`src/rtl/score_pkg.sv`:
```
// Shared types and helpers for the score keeper: round FSM encoding and
// saturating score arithmetic.
package score_pkg;

   // Round FSM state width and encoding
   localparam int unsigned STATE_W = 2;

   typedef enum logic [STATE_W-1:0] {
      IDLE = 2'd0,
      PLAY = 2'd1,
      DONE = 2'd2
   } state_e;

   // Apply add/sub to a score and clamp the result to [0, max_val]
   function automatic int unsigned sat_add_sub(input int unsigned cur,
                                               input int unsigned add,
                                               input int unsigned sub,
                                               input int unsigned max_val);
      longint acc;
      acc = longint'(cur) + longint'(add) - longint'(sub);
      if (acc < 0) begin
         return 0;
      end else if (acc > longint'(max_val)) begin
         return max_val;
      end else begin
         return 32'(acc);
      end
   endfunction

endpackage : score_pkg

```
`src/rtl/edge_sync.sv`:
```
// Two-flop synchroniser followed by a rising-edge detector. A level held
// high produces exactly one pulse; it re-arms only after returning low.
module edge_sync (
   input  logic clk,
   input  logic rst,
   input  logic din,
   output logic pulse_c
);

   logic s1;
   logic s2;
   logic s3;

   // Synchroniser chain plus one delay stage for edge detection
   always_ff @(posedge clk or posedge rst) begin
      if (rst) begin
         s1 <= 1'b0;
         s2 <= 1'b0;
         s3 <= 1'b0;
      end else begin
         s1 <= din;
         s2 <= s1;
         s3 <= s2;
      end
   end

   assign pulse_c = s2 & ~s3;

endmodule : edge_sync

```
`src/rtl/score_keeper.sv`:
```
// Multi-player score keeper for the duck-shooting game.
// Optional feature: define SCORE_COMBO_EN to enable per-player hit streaks
// that double the hit points once COMBO_LEN consecutive hits are reached.
module score_keeper
   import score_pkg::*;
#(
   parameter int unsigned WIDTH        = 8,
   parameter int unsigned PLAYERS      = 2,
   parameter int unsigned HIT_POINTS   = 1,
   parameter int unsigned MISS_PENALTY = 0,
   parameter int unsigned COMBO_LEN    = 5
) (
   input  logic                     clk,
   input  logic                     rst,
   input  logic                     game_start,
   input  logic                     game_over,
   input  logic [PLAYERS-1:0]       hit,
   input  logic [PLAYERS-1:0]       miss,
   output logic [PLAYERS*WIDTH-1:0] score,
   output logic [WIDTH-1:0]         high_score,
   output logic                     new_high,
   output logic [STATE_W-1:0]       state
);

   localparam int unsigned MAX_SCORE = (32'd1 << WIDTH) - 32'd1;

   // Reject unsupported configurations at elaboration
   if (PLAYERS < 1 || PLAYERS > 4 || COMBO_LEN < 1 || WIDTH < 1 || WIDTH > 30) begin : g_param_check
      $error("score_keeper: unsupported parameter combination");
   end

   logic [PLAYERS-1:0] hit_pulse_c;
   logic [PLAYERS-1:0] miss_pulse_c;

   state_e state_q;
   state_e state_d;
   logic   round_start_c;
   logic   round_end_c;

   logic [WIDTH-1:0] score_q [PLAYERS];
   logic [WIDTH-1:0] next_score_c [PLAYERS];
   int unsigned      hit_pts_c [PLAYERS];
   logic [WIDTH-1:0] max_score_c;
   logic [WIDTH-1:0] high_score_q;
   logic             new_high_q;

   // Per-player event conditioning for hit and miss levels
   for (genvar p = 0; p < PLAYERS; p++) begin : g_sync
      edge_sync u_hit_sync (
         .clk     (clk),
         .rst     (rst),
         .din     (hit[p]),
         .pulse_c (hit_pulse_c[p])
      );
      edge_sync u_miss_sync (
         .clk     (clk),
         .rst     (rst),
         .din     (miss[p]),
         .pulse_c (miss_pulse_c[p])
      );
   end

   // Round FSM state register
   always_ff @(posedge clk or posedge rst) begin
      if (rst) begin
         state_q <= IDLE;
      end else begin
         state_q <= state_d;
      end
   end

   // Round FSM next state; game_over has priority over game_start in PLAY
   always_comb begin
      state_d       = state_q;
      round_start_c = 1'b0;
      round_end_c   = 1'b0;
      unique case (state_q)
         IDLE: begin
            if (game_start) begin
               state_d       = PLAY;
               round_start_c = 1'b1;
            end
         end
         PLAY: begin
            if (game_over) begin
               state_d     = DONE;
               round_end_c = 1'b1;
            end
         end
         DONE: begin
            if (game_start) begin
               state_d       = PLAY;
               round_start_c = 1'b1;
            end
         end
         default: begin
            state_d = IDLE;
         end
      endcase
   end

`ifdef SCORE_COMBO_EN
   localparam int unsigned STREAK_W = (COMBO_LEN < 2) ? 1 : $clog2(COMBO_LEN + 1);
   localparam logic [STREAK_W-1:0] STREAK_MAX = STREAK_W'(COMBO_LEN);

   logic [STREAK_W-1:0] streak_q [PLAYERS];

   // Hit points from the pre-update streak: doubled once the streak is full
   always_comb begin
      for (int p = 0; p < PLAYERS; p++) begin
         hit_pts_c[p] = 0;
         if (hit_pulse_c[p]) begin
            hit_pts_c[p] = (streak_q[p] == STREAK_MAX) ? 2 * HIT_POINTS : HIT_POINTS;
         end
      end
   end

   // Streak counters: saturate on hits, clear on miss or round start
   always_ff @(posedge clk or posedge rst) begin
      if (rst) begin
         for (int p = 0; p < PLAYERS; p++) begin
            streak_q[p] <= '0;
         end
      end else if (round_start_c) begin
         for (int p = 0; p < PLAYERS; p++) begin
            streak_q[p] <= '0;
         end
      end else if (state_q == PLAY) begin
         for (int p = 0; p < PLAYERS; p++) begin
            if (miss_pulse_c[p]) begin
               streak_q[p] <= '0;
            end else if (hit_pulse_c[p] && (streak_q[p] != STREAK_MAX)) begin
               streak_q[p] <= streak_q[p] + STREAK_W'(1);
            end
         end
      end
   end
`else
   // Flat hit points, no streak tracking
   always_comb begin
      for (int p = 0; p < PLAYERS; p++) begin
         hit_pts_c[p] = hit_pulse_c[p] ? HIT_POINTS : 0;
      end
   end
`endif

   // Net delta per player, clamped to the representable score range
   always_comb begin
      for (int p = 0; p < PLAYERS; p++) begin
         next_score_c[p] = WIDTH'(sat_add_sub(32'(score_q[p]),
                                              hit_pts_c[p],
                                              miss_pulse_c[p] ? MISS_PENALTY : 0,
                                              MAX_SCORE));
      end
   end

   // Score registers: clear at round start, advance only while playing
   always_ff @(posedge clk or posedge rst) begin
      if (rst) begin
         for (int p = 0; p < PLAYERS; p++) begin
            score_q[p] <= '0;
         end
      end else if (round_start_c) begin
         for (int p = 0; p < PLAYERS; p++) begin
            score_q[p] <= '0;
         end
      end else if (state_q == PLAY) begin
         for (int p = 0; p < PLAYERS; p++) begin
            score_q[p] <= next_score_c[p];
         end
      end
   end

   // Best score among players at the current moment
   always_comb begin
      max_score_c = '0;
      for (int p = 0; p < PLAYERS; p++) begin
         if (score_q[p] > max_score_c) begin
            max_score_c = score_q[p];
         end
      end
   end

   // High score captured when a round ends; strictly greater wins
   always_ff @(posedge clk or posedge rst) begin
      if (rst) begin
         high_score_q <= '0;
         new_high_q   <= 1'b0;
      end else begin
         new_high_q <= 1'b0;
         if (round_end_c && (max_score_c > high_score_q)) begin
            high_score_q <= max_score_c;
            new_high_q   <= 1'b1;
         end
      end
   end

   // Flatten per-player scores onto the output bus
   for (genvar p = 0; p < PLAYERS; p++) begin : g_score_out
      assign score[p*WIDTH +: WIDTH] = score_q[p];
   end

   assign high_score = high_score_q;
   assign new_high   = new_high_q;
   assign state      = state_q;

endmodule : score_keeper
```
`config.mk`:
```
export PLATFORM = sky130hd
export DESIGN_NAME = score_keeper
export DESIGN_NICKNAME = d
export VERILOG_FILES = /design/src/rtl/score_pkg.sv /design/src/rtl/edge_sync.sv /design/src/rtl/score_keeper.sv
export SDC_FILE = /design/constraint.sdc
export NUM_CORES = 1
export LEC_CHECK = 0
export BUFFER_PORTS_ARGS = -buffer_cell sky130_fd_sc_hd__buf_2
export CELL_PAD_IN_SITES_DETAIL_PLACEMENT = 1
export CELL_PAD_IN_SITES_GLOBAL_PLACEMENT = 1
export CORE_MARGIN = 4
export CORE_UTILIZATION = 38
export CTS_CLUSTER_SIZE = 8
export DETAILED_ROUTE_END_ITERATION = 8
export MAX_ROUTING_LAYER = met4
export PLACE_DENSITY_LB_ADDON = 0.12
export SYNTH_ARGS = -nofsm -noshare
export SYNTH_HDL_FRONTEND = slang
export SYNTH_SLANG_ARGS = --single-unit
```
`constraint.sdc`:
```
create_clock -name clk -period 3.1 [get_ports clk]
set_clock_uncertainty 0.05 [all_clocks]
set_input_delay 0.465 -clock clk [delete_from_list [all_inputs] [get_ports clk]]
set_output_delay 0.465 -clock clk [all_outputs]
set_load 0.02 [all_outputs]
```
# After elaboration in Yosys (flattened, before gate mapping)
# Cells that the tools add are included.
dict set report word_totals {
  word_cells 51
  regBits 33
  out_inout_bits 27
  input_bits 8
}
dict set report classes {
  n_eq_ne 4
  add_sub_neg 2
  muxes 18
  magnitude_cmp 7
  bitwise_logic 4
  n_reduce_logical 5
}
# operator count
set op_table {}
lappend op_table {{8-bit 2-to-1 mux} 6}
lappend op_table {{16-bit 2-to-1 mux} 2}
lappend op_table {{8-bit by 1-bit adder with 9-bit output} 2}
lappend op_table {{9-bit by 8-bit greater-than comparator with 1-bit output (second input constant)} 2}
lappend op_table {{9-bit by 1-bit < comparator with 1-bit output (second input constant)} 2}
lappend op_table {{8-bit greater-than comparator} 2}
lappend op_table {{8-bit by 1-bit greater-than comparator with 1-bit output (second input constant)} 1}
lappend op_table {{1-bit 2-to-1 mux} 7}
lappend op_table {{2-bit 2-to-1 mux} 2}
lappend op_table {{2-bit one-hot mux with 2 select lines} 1}
lappend op_table {{1-bit bitwise AND} 2}
lappend op_table {{2-bit by 1-bit == test with 1-bit output (second input constant)} 1}
lappend op_table {{2-bit == test (second input constant)} 1}
lappend op_table {{2-bit logical NOT} 1}
lappend op_table {{2-bit by 1-bit inequality test with 1-bit output (second input constant)} 1}
lappend op_table {{2-bit inequality test (second input constant)} 1}
lappend op_table {{1-bit NOT} 2}
lappend op_table {{2-bit AND reduction} 1}
lappend op_table {{2-bit nonzero test} 1}
lappend op_table {{2-bit OR reduction} 1}
lappend op_table {{1-bit logical AND} 1}

# Longest topological paths before layout
# Gate-level depths: netlist (run 1).
dict set report logic_depth {
  depth_word 9
  ltp_mapped 15
}

# Cells and area by module
# Synthesis (run 1) repeated with hierarchy kept, for this count alone.
dict set report unflattened {
  hier_cells 224
  area_unflattened_um2 2073.2
}
# module seq_area_each_um2 cells_per_inst n_inst area_each_um2
set modules_own_cells {}
lappend modules_own_cells {score_keeper 675.6 214 1 1888.1}
lappend modules_own_cells {edge_sync 75.1 5 2 92.6}

# Least setup slack after synthesis (run 1)
# OpenSTA, ideal clock, no wires.
dict set report synth_timing {
  kind {register to register}
  from {register score_q, in the netlist score[7]}
  to {register high_score_q[4] (netlist: high_score[4])}
  t_arrival_ns 3.223
  path_stages_with_launch 15
  path_buffers 1
  required_time_ns 2.916
  setup_slack_ns -0.307
  setup_ns 0.134
  cell_sequence {dfrtp_1 -> inv_1 -> ha_1 -> a21oi_1 -> o21ai_1 -> o31ai_2 -> o21ai_1 -> and2_1 -> ha_1 -> nand4_1 -> or4b_4 -> a21oi_4 -> or2_1 -> buf_6 -> a31oi_1}
}
dict set report synth_between {
  elab_chain_len 6
}
# element line_no
set synth_rtl {}
lappend synth_rtl {{start: declaration} score_keeper.sv:40} ;# logic [WIDTH-1:0] score_q [PLAYERS];
lappend synth_rtl {{start signal: indexed assignment} score_keeper.sv:169} ;# score_q[p] <= next_score_c[p];
lappend synth_rtl {{8-bit by 1-bit greater-than comparator with 1-bit output} score_keeper.sv:178} ;# if (score_q[p] > max_score_c) begin
lappend synth_rtl {{8-bit 2-to-1 mux (*)} score_keeper.sv:178}
lappend synth_rtl {{8-bit greater-than comparator} score_keeper.sv:178}
lappend synth_rtl {{8-bit 2-to-1 mux (*)} score_keeper.sv:178}
lappend synth_rtl {{8-bit greater-than comparator} score_keeper.sv:191} ;# if (round_end_c && (max_score_c > high_score_q)) begin
lappend synth_rtl {{1-bit logical AND} score_keeper.sv:191}
lappend synth_rtl {{end signal: assignment} score_keeper.sv:192} ;# high_score_q <= max_score_c;
lappend synth_rtl {{end: declaration} score_keeper.sv:44} ;# logic [WIDTH-1:0] high_score_q;
# Every way passes the cells marked *; elsewhere a longest branch is shown, timed or not.
# A chain may end at the register's enable or synchronous reset.

# Final worst setup path (run 1)
dict set report layout_timing {
  from {register score_q, in the netlist score[15]}
  to {register high_score_q[1] (netlist: high_score[1])}
}
dict set report layout_between {
  elab_chain_len 4
}
# element line_no
set layout_rtl {}
lappend layout_rtl {{8-bit greater-than comparator} score_keeper.sv:178}
lappend layout_rtl {{8-bit 2-to-1 mux (*)} score_keeper.sv:178}
lappend layout_rtl {{8-bit greater-than comparator} score_keeper.sv:191}
lappend layout_rtl {{1-bit logical AND} score_keeper.sv:191}
# Marked as above.

==> results.yml, run 1 <==
run_status:
  status: "finished with violations"
  failed_checks: "negative setup slack"
layout:
  seqCellArea_um2: 837.1
  diodes: 0
  syn2layout_area_growth_pct: 51.05
  nNetsFinal: 337
  nFillCells: 614
  multi_input_area_um2: 1408
  drive_gt1_share_pct: 46.45
  postLayoutCoreUtil_pct: 59.71
synthesis:
  synthTopCellsByArea: "dfrtp_1, ha_1, o21ai_0"
  synth.most_common_cell: "dfrtp_1"
  synth_common_cells: "dfrtp_1, o21ai_0, ha_1, inv_1"
  netlist_instances: 226
  async_flop_share_pct: 100.0
  ys_ff_latch: 33
  synthFlopType: "dfrtp_1"
  synth_cell_type_count: 36
  synthesis.area_um2: 2032
  syn_area_per_cell_um2: 8.991
  synth_edf_count: 0
  ys.warnings.count: 0
  synth_nets: 254
  synth_top_area_share_pct: 40.64
  synth.largest_area_cell: "dfrtp_1"
  yosysSeqAreaShare_pct: 40.64
timing:
  tns_ns: -0.8763
  max_freq_mhz: 309.0
  setup_viol: 9
  hold_violations: 0
  finalWorstSetupSlack_ns: -0.1358
  rsz0062_at_grt: "true"
  maxSlewViolCount: 0
  fin_crit_sh_pct: 104.4
  period_minus_slack_ns: 3.236
  tightest_slew_ns: 0.4528
  relSlewSlack_pct: 69.74
pwr:
  power.switching_w: 0.0009900
  p_sw_share_pct: 44.17
  p_leak_nw: 1.460
  p_per_area_nw_per_um2: 730.3
  power_frac_clock_pct: 15.1
  ir_worst_vdd_uv: 300.0
  p_seq_share_pct: 26.1
  combPwrFrac_pct: 58.8
  p_int_w: 0.001251
clock_network:
  clockBufferDepth: 2
  clk_pin_slew_ns: 0.07
  cts_tree: "done"
  root_buffer: "clkbuf_8"
  htree_num_levels: 2
  cts_hold_buf: 0
  clock_latency_ns: 0.28
  cts_buffers: 5
  cts_sinks: 33
die:
  rows: 26
  core_um2: 5140
  die-area_um2: 6581
  ioPinCount: 35
  fp.dieW_um: 81.13
  initial_utilization_pct: 39.53
  die_h_um: 81.13
critical_path:
  critPathBufInv: 12
  ff2ff_setup_slack_ns: -0.14
  worstPathArrival_ns: 3.38
  critPathLaunchType: "register"
  critPathRequiredTime_ns: 3.25
  crit_top_cell: "buf_4"
  reg2regPathDepth: 18
  crit_cells: 18
  path_delay_family: "buffers and inverters"
  cp_slowest_stage_delay_ns: 0.43
  critPathKind: "register to register"
  path_max_fanout: 8
  slowest_stage: "dfrtp_2"
  end_kind: "register"
  crit_chain: "ha_4 > nand2_2 > o211ai_1 > buf_4 > o31a_4 > nand3_1 > buf_4 > buf_4 > buf_4 > buf_4 > buf_4 > buf_4 > buf_4 > buf_4 > buf_4 > buf_4 > buf_4 > a31oi_1"
routing:
  vias: 2109
  routedWlPerCell_um: 18.81
  postRouteAntennaNets: 0
  drt-total-wl_um: 7148
  drt-pass1-iter-count: 4
  drc: 0
  vias_per_cell: 5.550
  drt_iter0_drc: 78
run:
  cap_viol_max_count: 0
place:
  dpl.hpwl_um: 4716
  numPortBuffers: 32
  place.gp.congestion: 0.7963
grt:
  grt_pass1_vias: 2233
  grt_overflow_total: 0
  grt_start_max_net_pins: 34
  antenna_found_initial: 0
  grt_pass1_wl_um: 10920
  track_usage_pct: 22.39
worst_hold_path:
  hp-class: "primary input to asynchronous set/reset pin"
==> worst reg2reg max path: cells and delay by family, from the launching register on <==
kind | cells | cell delay, ns
flip-flops | 1 | 0.43
buffers and inverters | 12 | 1.53
AND/OR/NAND/NOR | 2 | 0.21
adder cells (fa/ha/maj) | 1 | 0.30
AO/OA/AOI/OAI | 3 | 0.61
==> area by class of cell <==
type / count / area share, %
clock buffer: 8 / 2.935
timing repair buffer: 84 / 18.55
inverter: 20 / 2.528
multi-input combinational: 165 / 45.86
sequential: 33 / 27.27
tap: 70 / 2.854
==> state kept, by name, summed over array words and instances, names as in the netlist <==
name and cells:
g_sync.u_hit_sync.s3 2, g_sync.u_hit_sync.s1 2, new_high 1, g_sync.u_hit_sync.s2 2, high_score 8, score 16, state 2
==> cell families (layout without fill, tap and decap cells) <==
kind of cell    after synthesis  in the layout  share of synthesized area (%)
compound gates               76             76                          23.40
simple gates                 69             69                          18.04
flops                        33             33                          40.64
buf+inv                      28            112                          5.603
fa+ha+maj                    20             20                          12.32
==> metrics by stage <==
stage | cells | cell area, um2 | hold WS, ns | power (W) | setup WS [ns]
final | 380 | 3069 | 0.2211 | 0.002241 | -0.1358
after global routing | 380 | 3069 | 0.2283 | 0.002408 | -0.2545
after detailed placement | 357 | 2584 | 0.2934 | 0.001579 | -0.2483
after global placement | 357 | 2584 | 0.2834 | 0.001536 | -0.1863
after CTS | 378 | 2870 | 0.2263 | 0.002045 | -0.1693
after floorplan | 226 | 2097 | 0.2812 | 0.001208 | -0.1809
==> what timing repair did <==
action,CTS,global route
pin swaps,24,11
setup buffers,13,2
resized for setup,18,36
endpoints found under the setup margin,9,9
gates cloned,0,0
==> power by group through the flow <==
stage                     sequential [W]  clock [W]  combinational, W
after floorplan                 0.000690          0          0.000518
after global placement          0.000584          0          0.000951
after detailed placement        0.000590          0          0.000989
after CTS                       0.000585   0.000347           0.00111
after global routing            0.000598   0.000365           0.00144
final                           0.000585   0.000337           0.00132
==> routing by layer <==
layer  GRT usage [%]  up-vias  wire length (um)
met5               -        -                 0
met4           5.912        0               186
met3           3.104       19               225
met2           39.16       52              3772
met1           27.03     1053              2963
li1                -      985                 -
==> cell usage in the layout, fill, tap and decap left out, types with 3 or more instances in the layout <==
| cell | netlist | routed |
|---|---|---|
| buf_4 | 0 | 47 |
| buf_2 | 1 | 32 |
| dfrtp_1 | 33 | 24 |
| o21ai_0 | 24 | 21 |
| inv_1 | 20 | 15 |
| nand3_1 | 17 | 12 |
| a21oi_1 | 15 | 12 |
| nand2_1 | 17 | 11 |
| ha_4 | 0 | 11 |
| nor3_1 | 9 | 9 |
| ha_1 | 20 | 9 |
| dfrtp_2 | 0 | 9 |
| and3_1 | 8 | 8 |
| a31oi_1 | 8 | 8 |
| o21ai_1 | 8 | 6 |
| nand2_2 | 0 | 6 |
| clkbuf_8 | 0 | 6 |
| a22o_1 | 5 | 5 |
| buf_6 | 1 | 5 |
| nor2b_1 | 5 | 4 |
| inv_2 | 0 | 4 |
| nand4_1 | 4 | 4 |
| a21oi_4 | 1 | 4 |
| a21o_1 | 3 | 3 |
| o21ai_4 | 0 | 3 |
| nand3_4 | 0 | 3 |
==> worst paths after layout <==
check,start,to
min,rst,new_high
min reg2reg,g_sync[0].u_hit_sync.s1,g_sync[0].u_hit_sync.s2
max in group asynchronous,rst,score[13]
min in group clk,hit[0],g_sync[0].u_hit_sync.s1
max reg2reg,score[15],high_score[1]
max,score[15],high_score[1]
Power figures use the tool's default switching activity.
==> inputs of run 2 (changes only) <==
Settings changed: ABC_AREA from default to 1, CORE_UTILIZATION 38 to 37.
==> run 2 against run 1 <==
Effect of this change: register-to-register slack better by 0.38 ns; largest cell class unchanged; critical path type unchanged; fmax up 13%; core utilization down 13 points; die area up 5.2%; synthesized cell count up 18%; sequential cell count unchanged; the flow now finishes without violations.
==> results.yml, run 2 <==
run_status:
  status: "complete, no violations"
place:
  numPortBuffers: 32
  dp.cells: 381
  place.gp.congestion: 0.8280
  place_area_um2: 2424
  dpl.hpwl_um: 4311
run:
  cap_viol_max_count: 0
pwr:
  ir_worst_vdd_uv: 469.5
  power_frac_clock_pct: 12.2
  p_leak_nw: 1.442
  p_sw_share_pct: 48.71
  power.switching_w: 0.001353
  p_int_w: 0.001424
  p_per_area_nw_per_um2: 1072
  p_seq_share_pct: 20.2
  combPwrFrac_pct: 67.6
synthesis:
  synthTopCellsByArea: "dfrtp_1, nand2_1, ha_1"
  synth_common_cells: "nand2_1, inv_1, dfrtp_1"
  ys_ff_latch: 33
  synthesis.area_um2: 2092
  ys.warnings.count: 0
  synth_top_area_share_pct: 39.47
  synth_edf_count: 0
  synthFlopType: "dfrtp_1"
  synth_nets: 295
  async_flop_share_pct: 100.0
  synth_cell_type_count: 26
  synth.most_common_cell: "nand2_1"
  netlist_instances: 267
  syn_area_per_cell_um2: 7.835
  yosysSeqAreaShare_pct: 39.47
  synth.largest_area_cell: "dfrtp_1"
critical_path:
  r2r-end: "high_score[2]"
  critPathKind: "register to register"
  worstPathArrival_ns: 2.98
  endpoint: "high_score[2]"
  ff2ff_setup_slack_ns: 0.24
  critPathRequiredTime_ns: 3.23
  end_kind: "register"
  r2r_start: "score[15]"
  startpoint: "score[15]"
  reg2regPathDepth: 14
  path_max_fanout: 5
  critPathLaunchType: "register"
clock_network:
  cts_hold_buf: 0
  cts_buffers: 5
  clk_pin_slew_ns: 0.07
  root_buffer: "clkbuf_8"
  cts_sinks: 33
  clock_latency_ns: 0.28
  htree_num_levels: 2
  cts_tree: "done"
  clockBufferDepth: 2
die:
  ioPinCount: 35
  core_um2: 5507
  initial_utilization_pct: 37.99
  die-area_um2: 6921
  die_h_um: 83.20
  rows: 27
  fp.dieW_um: 83.20
timing:
  maxSlewViolCount: 0
  setup_viol: 0
  fin_crit_sh_pct: 92.15
  period_minus_slack_ns: 2.857
  rsz0062_at_grt: "false"
  max_freq_mhz: 350.1
  hold_violations: 0
  hold_slack_ns: 0.2248
  tns_ns: 0
  tightest_slew_ns: 0.5892
  relSlewSlack_pct: 60.63
layout:
  largest_reg_flops: 16
  syn2layout_area_growth_pct: 23.80
  instances_no_fill: 396
  mostFrequentLayoutCell: "nand2_1"
  multi_input_area_um2: 1095
  nFillCells: 719
  layout_common_cells: "nand2_1, inv_1, dfrtp_1, buf_2, o21ai_0"
  seqCellArea_um2: 825.8
  drive_gt1_share_pct: 23.77
  nNetsFinal: 352
  diodes: 0
  finish.instance_area_um2: 2590
routing:
  vias: 1958
  vias_per_cell: 4.944
  postRouteAntennaNets: 0
  drc: 0
  drt-total-wl_um: 5616
  drt-pass1-iter-count: 4
  drt_iter0_drc: 37
  routedWlPerCell_um: 14.18
grt:
  grt_start_max_net_pins: 34
  grt_overflow_total: 0
  track_usage_pct: 17.63
  grt_pass1_wl_um: 9666
  antenna_found_initial: 0
  grt_pass1_vias: 2051
worst_hold_path:
  hp-class: "primary input to asynchronous set/reset pin"
## run 2: timing repair
item	4_1_cts	5_1_grt
resized for setup	0	5
setup buffers	0	7
endpoints found under the setup margin	0	8
## run 2: how the worst min path moves through the flow
stage	slack (ns)	cells past startpoint	endpoint	startpoint
4_1_cts	0.22	1	g_sync[1].u_hit_sync.s1	hit[1]
3_5_place_dp	0.29	0	g_sync[1].u_hit_sync.s2	g_sync[1].u_hit_sync.s1
6_report	0.22	3	score[2]	rst
3_3_place_gp	0.29	0	g_sync[1].u_hit_sync.s2	g_sync[1].u_hit_sync.s1
2_1_floorplan	0.28	0	g_sync[0].u_hit_sync.s2	g_sync[0].u_hit_sync.s1
5_1_grt	0.22	1	g_sync[1].u_hit_sync.s1	hit[1]
## run 2: kinds of logic after synthesis
family	Yosys count	synth area share, %
and+or+nand+nor	121	27.39
buffers and inverters	50	9.330
AOI/OAI and AO/OA	42	11.42
DFF	33	39.47
adders and majority gates	20	11.96
xor gates and xnor gates	1	0.4187
## run 2: worst max-delay path, cell delays in order (launching register included)
cell	delay, ns
dfrtp_1	0.43
ha_1	0.33
nand2_1	0.09
nor2_2	0.22
nand2_2	0.13
nand2_4	0.15
nand3_1	0.10
and2_1	0.17
ha_1	0.28
a21o_1	0.19
nor2_1	0.22
a21oi_4	0.12
buf_4	0.15
nand3_1	0.08
nand2_1	0.05
## run 2: stage by stage
| stage | worst slack (ns) | util (%) | power (W) |
|---|---|---|---|
| 6_report | 0.2434 | 47.03 | 0.002777 |
| 5_1_grt | 0.01104 | 47.03 | 0.003112 |
| 4_1_cts | 0.1608 | 45.58 | 0.002702 |
| 3_5_place_dp | 0.2066 | 44.01 | 0.002345 |
| 3_3_place_gp | 0.2367 | 44.01 | 0.002270 |
| 2_1_floorplan | 0.3409 | - | 0.001863 |
## run 2: per-layer routing
| layer | track usage (%) | share of wire (%) | up-vias |
|---|---|---|---|
| met5 | - | 0 | - |
| met4 | 3.269 | 0.28 | 0 |
| met1 | 21.84 | 46 | 950 |
| met3 | 3.968 | 4.0 | 2 |
| li1 | - | - | 971 |
| met2 | 29.74 | 50 | 35 |
## run 2: power groups by stage
stage	Combinational, W	Sequential (W)	Clock [W]
final	0.00188	0.000560	0.000340
after global routing	0.00217	0.000573	0.000371
after CTS	0.00179	0.000563	0.000353
after detailed placement	0.00177	0.000571	0
after global placement	0.00170	0.000568	0
after floorplan	0.00121	0.000650	0
## run 2: final cells by class
class / count / area share [%]
clock buffers: 7 / 3.333
inverters: 47 / 6.908
multi-input cells: 185 / 42.27
flip-flops and latches: 33 / 31.88
well taps: 72 / 3.478
repair buffers: 52 / 12.13
==> inputs of run 3 (changes only) <==
--- a/config.mk
+++ b/config.mk
@@ -11,3 +11,2 @@
 export CELL_PAD_IN_SITES_GLOBAL_PLACEMENT = 1
-export CORE_MARGIN = 4
 export CORE_UTILIZATION = 37
@@ -15,3 +14,2 @@
 export DETAILED_ROUTE_END_ITERATION = 8
-export MAX_ROUTING_LAYER = met4
 export PLACE_DENSITY_LB_ADDON = 0.12
==> constraint.sdc (replaced) <==
create_clock -name clk -period 3.1 [get_ports clk]
set_clock_uncertainty 0.05 [all_clocks]
set_input_delay 0.155 -clock clk [delete_from_list [all_inputs] [get_ports clk]]
set_output_delay 0.155 -clock clk [all_outputs]
set_load 0.02 [all_outputs]
==> run 3 against run 2 <==
Effect of this change: clock-buffer cell count did not move; sequential share of layout area fell by 0.62 points; combinational power barely moved; power rose by 2.1%; routed wire length fell by 0.32%; core utilization rose by 1.2 points; non-clock buffer count rose by 1; clock power rose by 7.9%; final cell count rose by 0.51%; largest cell class unchanged.
==> results.yml, run 3 (synthesis gave the netlist of run 2 again) <==
clock_network:
  cts_tree: "done"
  cts_sinks: 33
  clockBufferDepth: 2
  root_buffer: "clkbuf_8"
  htree_num_levels: 2
  cts_buffers: 5
  clk_pin_slew_ns: 0.07
  clock_latency_ns: 0.29
critical_path:
  critPathKind: "register to register"
  critPathRequiredTime_ns: 3.28
  end_kind: "register"
  path_max_fanout: 6
  worstPathArrival_ns: 3.05
  reg2regPathDepth: 15
  critPathLaunchType: "register"
  ff2ff_setup_slack_ns: 0.23
  r2r-end: "high_score[5]"
  r2r_start: "score[15]"
layout:
  nFillCells: 714
  layout_common_cells: "nand2_1, inv_1, dfrtp_1, buf_2, o21ai_0"
  diodes: 0
  largest_reg_flops: 16
  mostFrequentLayoutCell: "nand2_1"
  drive_gt1_share_pct: 23.93
  nNetsFinal: 353
  instances_no_fill: 398
  syn2layout_area_growth_pct: 26.26
pwr:
  ir_worst_vdd_uv: 723.6
  p_seq_share_pct: 19.7
  p_per_area_nw_per_um2: 1074
  combPwrFrac_pct: 67.4
  p_int_w: 0.001457
  power_frac_clock_pct: 12.9
  p_sw_share_pct: 48.64
  p_leak_nw: 1.454
  power.switching_w: 0.001380
grt:
  grt_overflow_total: 0
  grt_pass1_wl_um: 9432
  grtUsageMet1_pct: 25.02
  globalRouteMet3Util_pct: 3.095
  use_met2_pct: 35.31
  track_usage_pct: 20.15
  grt_pass1_vias: 2089
  top_usage_layer: "met2"
  antenna_found_initial: 0
  grt_start_max_net_pins: 34
timing:
  relSlewSlack_pct: 61.34
  tightest_slew_ns: 0.5785
  hold_violations: 0
  fin_crit_sh_pct: 92.69
  max_freq_mhz: 348.0
  period_minus_slack_ns: 2.873
  tns_ns: 0
  maxSlewViolCount: 0
  setup_viol: 0
  finalWorstSetupSlack_ns: 0.2267
die:
  initial_utilization_pct: 38.23
  fp.dieW_um: 77.20
  core_um2: 5473
  die-area_um2: 5959
  rows: 27
  ioPinCount: 35
  die_h_um: 77.20
place:
  place.gp.congestion: 0.8571
  dp.cells: 381
  dpl.hpwl_um: 4185
  post-place-ws_ns: 0.1893
  numPortBuffers: 32
worst_hold_path:
  hold_depth: 2
  hp-class: "primary input to register"
  min_from: "game_over"
  min_to: "state[0]"
routing:
  drt_iter0_drc: 29
  drt-pass1-iter-count: 4
  vias: 1991
  routedWlPerCell_um: 14.07
  postRouteAntennaNets: 0
  drt-total-wl_um: 5598
  vias_per_cell: 5.003
  drc: 0
run:
  cap_viol_max_count: 0
run_status:
  status: "complete, no violations"
## run 3: cell count changes in the layout (fill, tap and decap cells not counted), sizes merged
cell	delta
dlygate4sd3	+3
buf	-2
clkinv	+1
## run 3: timing repair
item | in CTS | in global routing
setup endpoints to repair | 0 | 8
resized for setup | 0 | 6
hold buffers | 3 | 0
setup buffers | 0 | 5
hold endpoints to repair | 35 | 0
## run 3: metrics by stage
stage	cell area [um2]	hold slack [ns]	total power, W	util (%)
floorplan	2092	0.1364	0.001863	-
global placement	2424	0.2138	0.002239	44.28
detailed placement	2424	0.2147	0.002317	44.28
CTS	2555	0.01720	0.002713	46.69
global route	2641	0.02671	0.003183	48.26
finish	2641	0.02180	0.002836	48.26
## run 3: area by class of cell
cell class	count	area [um2]	share of cell area, %
Clock buffer	7	96.34	3.648
Clock inverter	1	5.005	0.1895
Inverter	47	178.9	6.774
Multi-Input combinational cell	185	1116	42.25
Sequential cell	33	825.8	31.26
Tap cell	72	90.09	3.411
Timing Repair Buffer	53	329.1	12.46
## run 3: routing by layer
layer,up-vias,part of all wire [%]
li1,974,-
met1,967,46
met2,38,50
met3,12,2.8
met4,0,1.3
met5,-,0
## run 3: worst max path at each step
stage | from | end | slack, ns | cells past startpoint
6_report | score[15] | high_score[5] | 0.23 | 15
5_1_grt | score[7] | high_score[5] | -0.02 | 16
4_1_cts | score[5] | high_score[5] | 0.14 | 17
3_5_place_dp | score[5] | high_score[5] | 0.19 | 17
3_3_place_gp | score[5] | high_score[3] | 0.25 | 17
2_1_floorplan | score[7] | high_score[0] | 0.34 | 16
## run 3: critical path: stages (launching register included)
cell and delay (ns):
dfrtp_1 0.43, ha_1 0.32, nand2_1 0.10, nor2_2 0.23
nand2_2 0.13, nand2_4 0.15, nand3_1 0.10, and2_1 0.17
ha_1 0.29, nand2_1 0.09, nor2_2 0.13, nand2_1 0.10
a21oi_4 0.23, buf_6 0.15, nand3_1 0.08, nand2_1 0.07
## run 3: power groups by stage
stage | sequential, W | clock, W | combinational (W)
final | 0.000558 | 0.000367 | 0.00191
after global routing | 0.000569 | 0.000394 | 0.00222
after CTS | 0.000562 | 0.000379 | 0.00177
after detailed placement | 0.000570 | 0 | 0.00175
after global placement | 0.000567 | 0 | 0.00167
after floorplan | 0.000650 | 0 | 0.00121
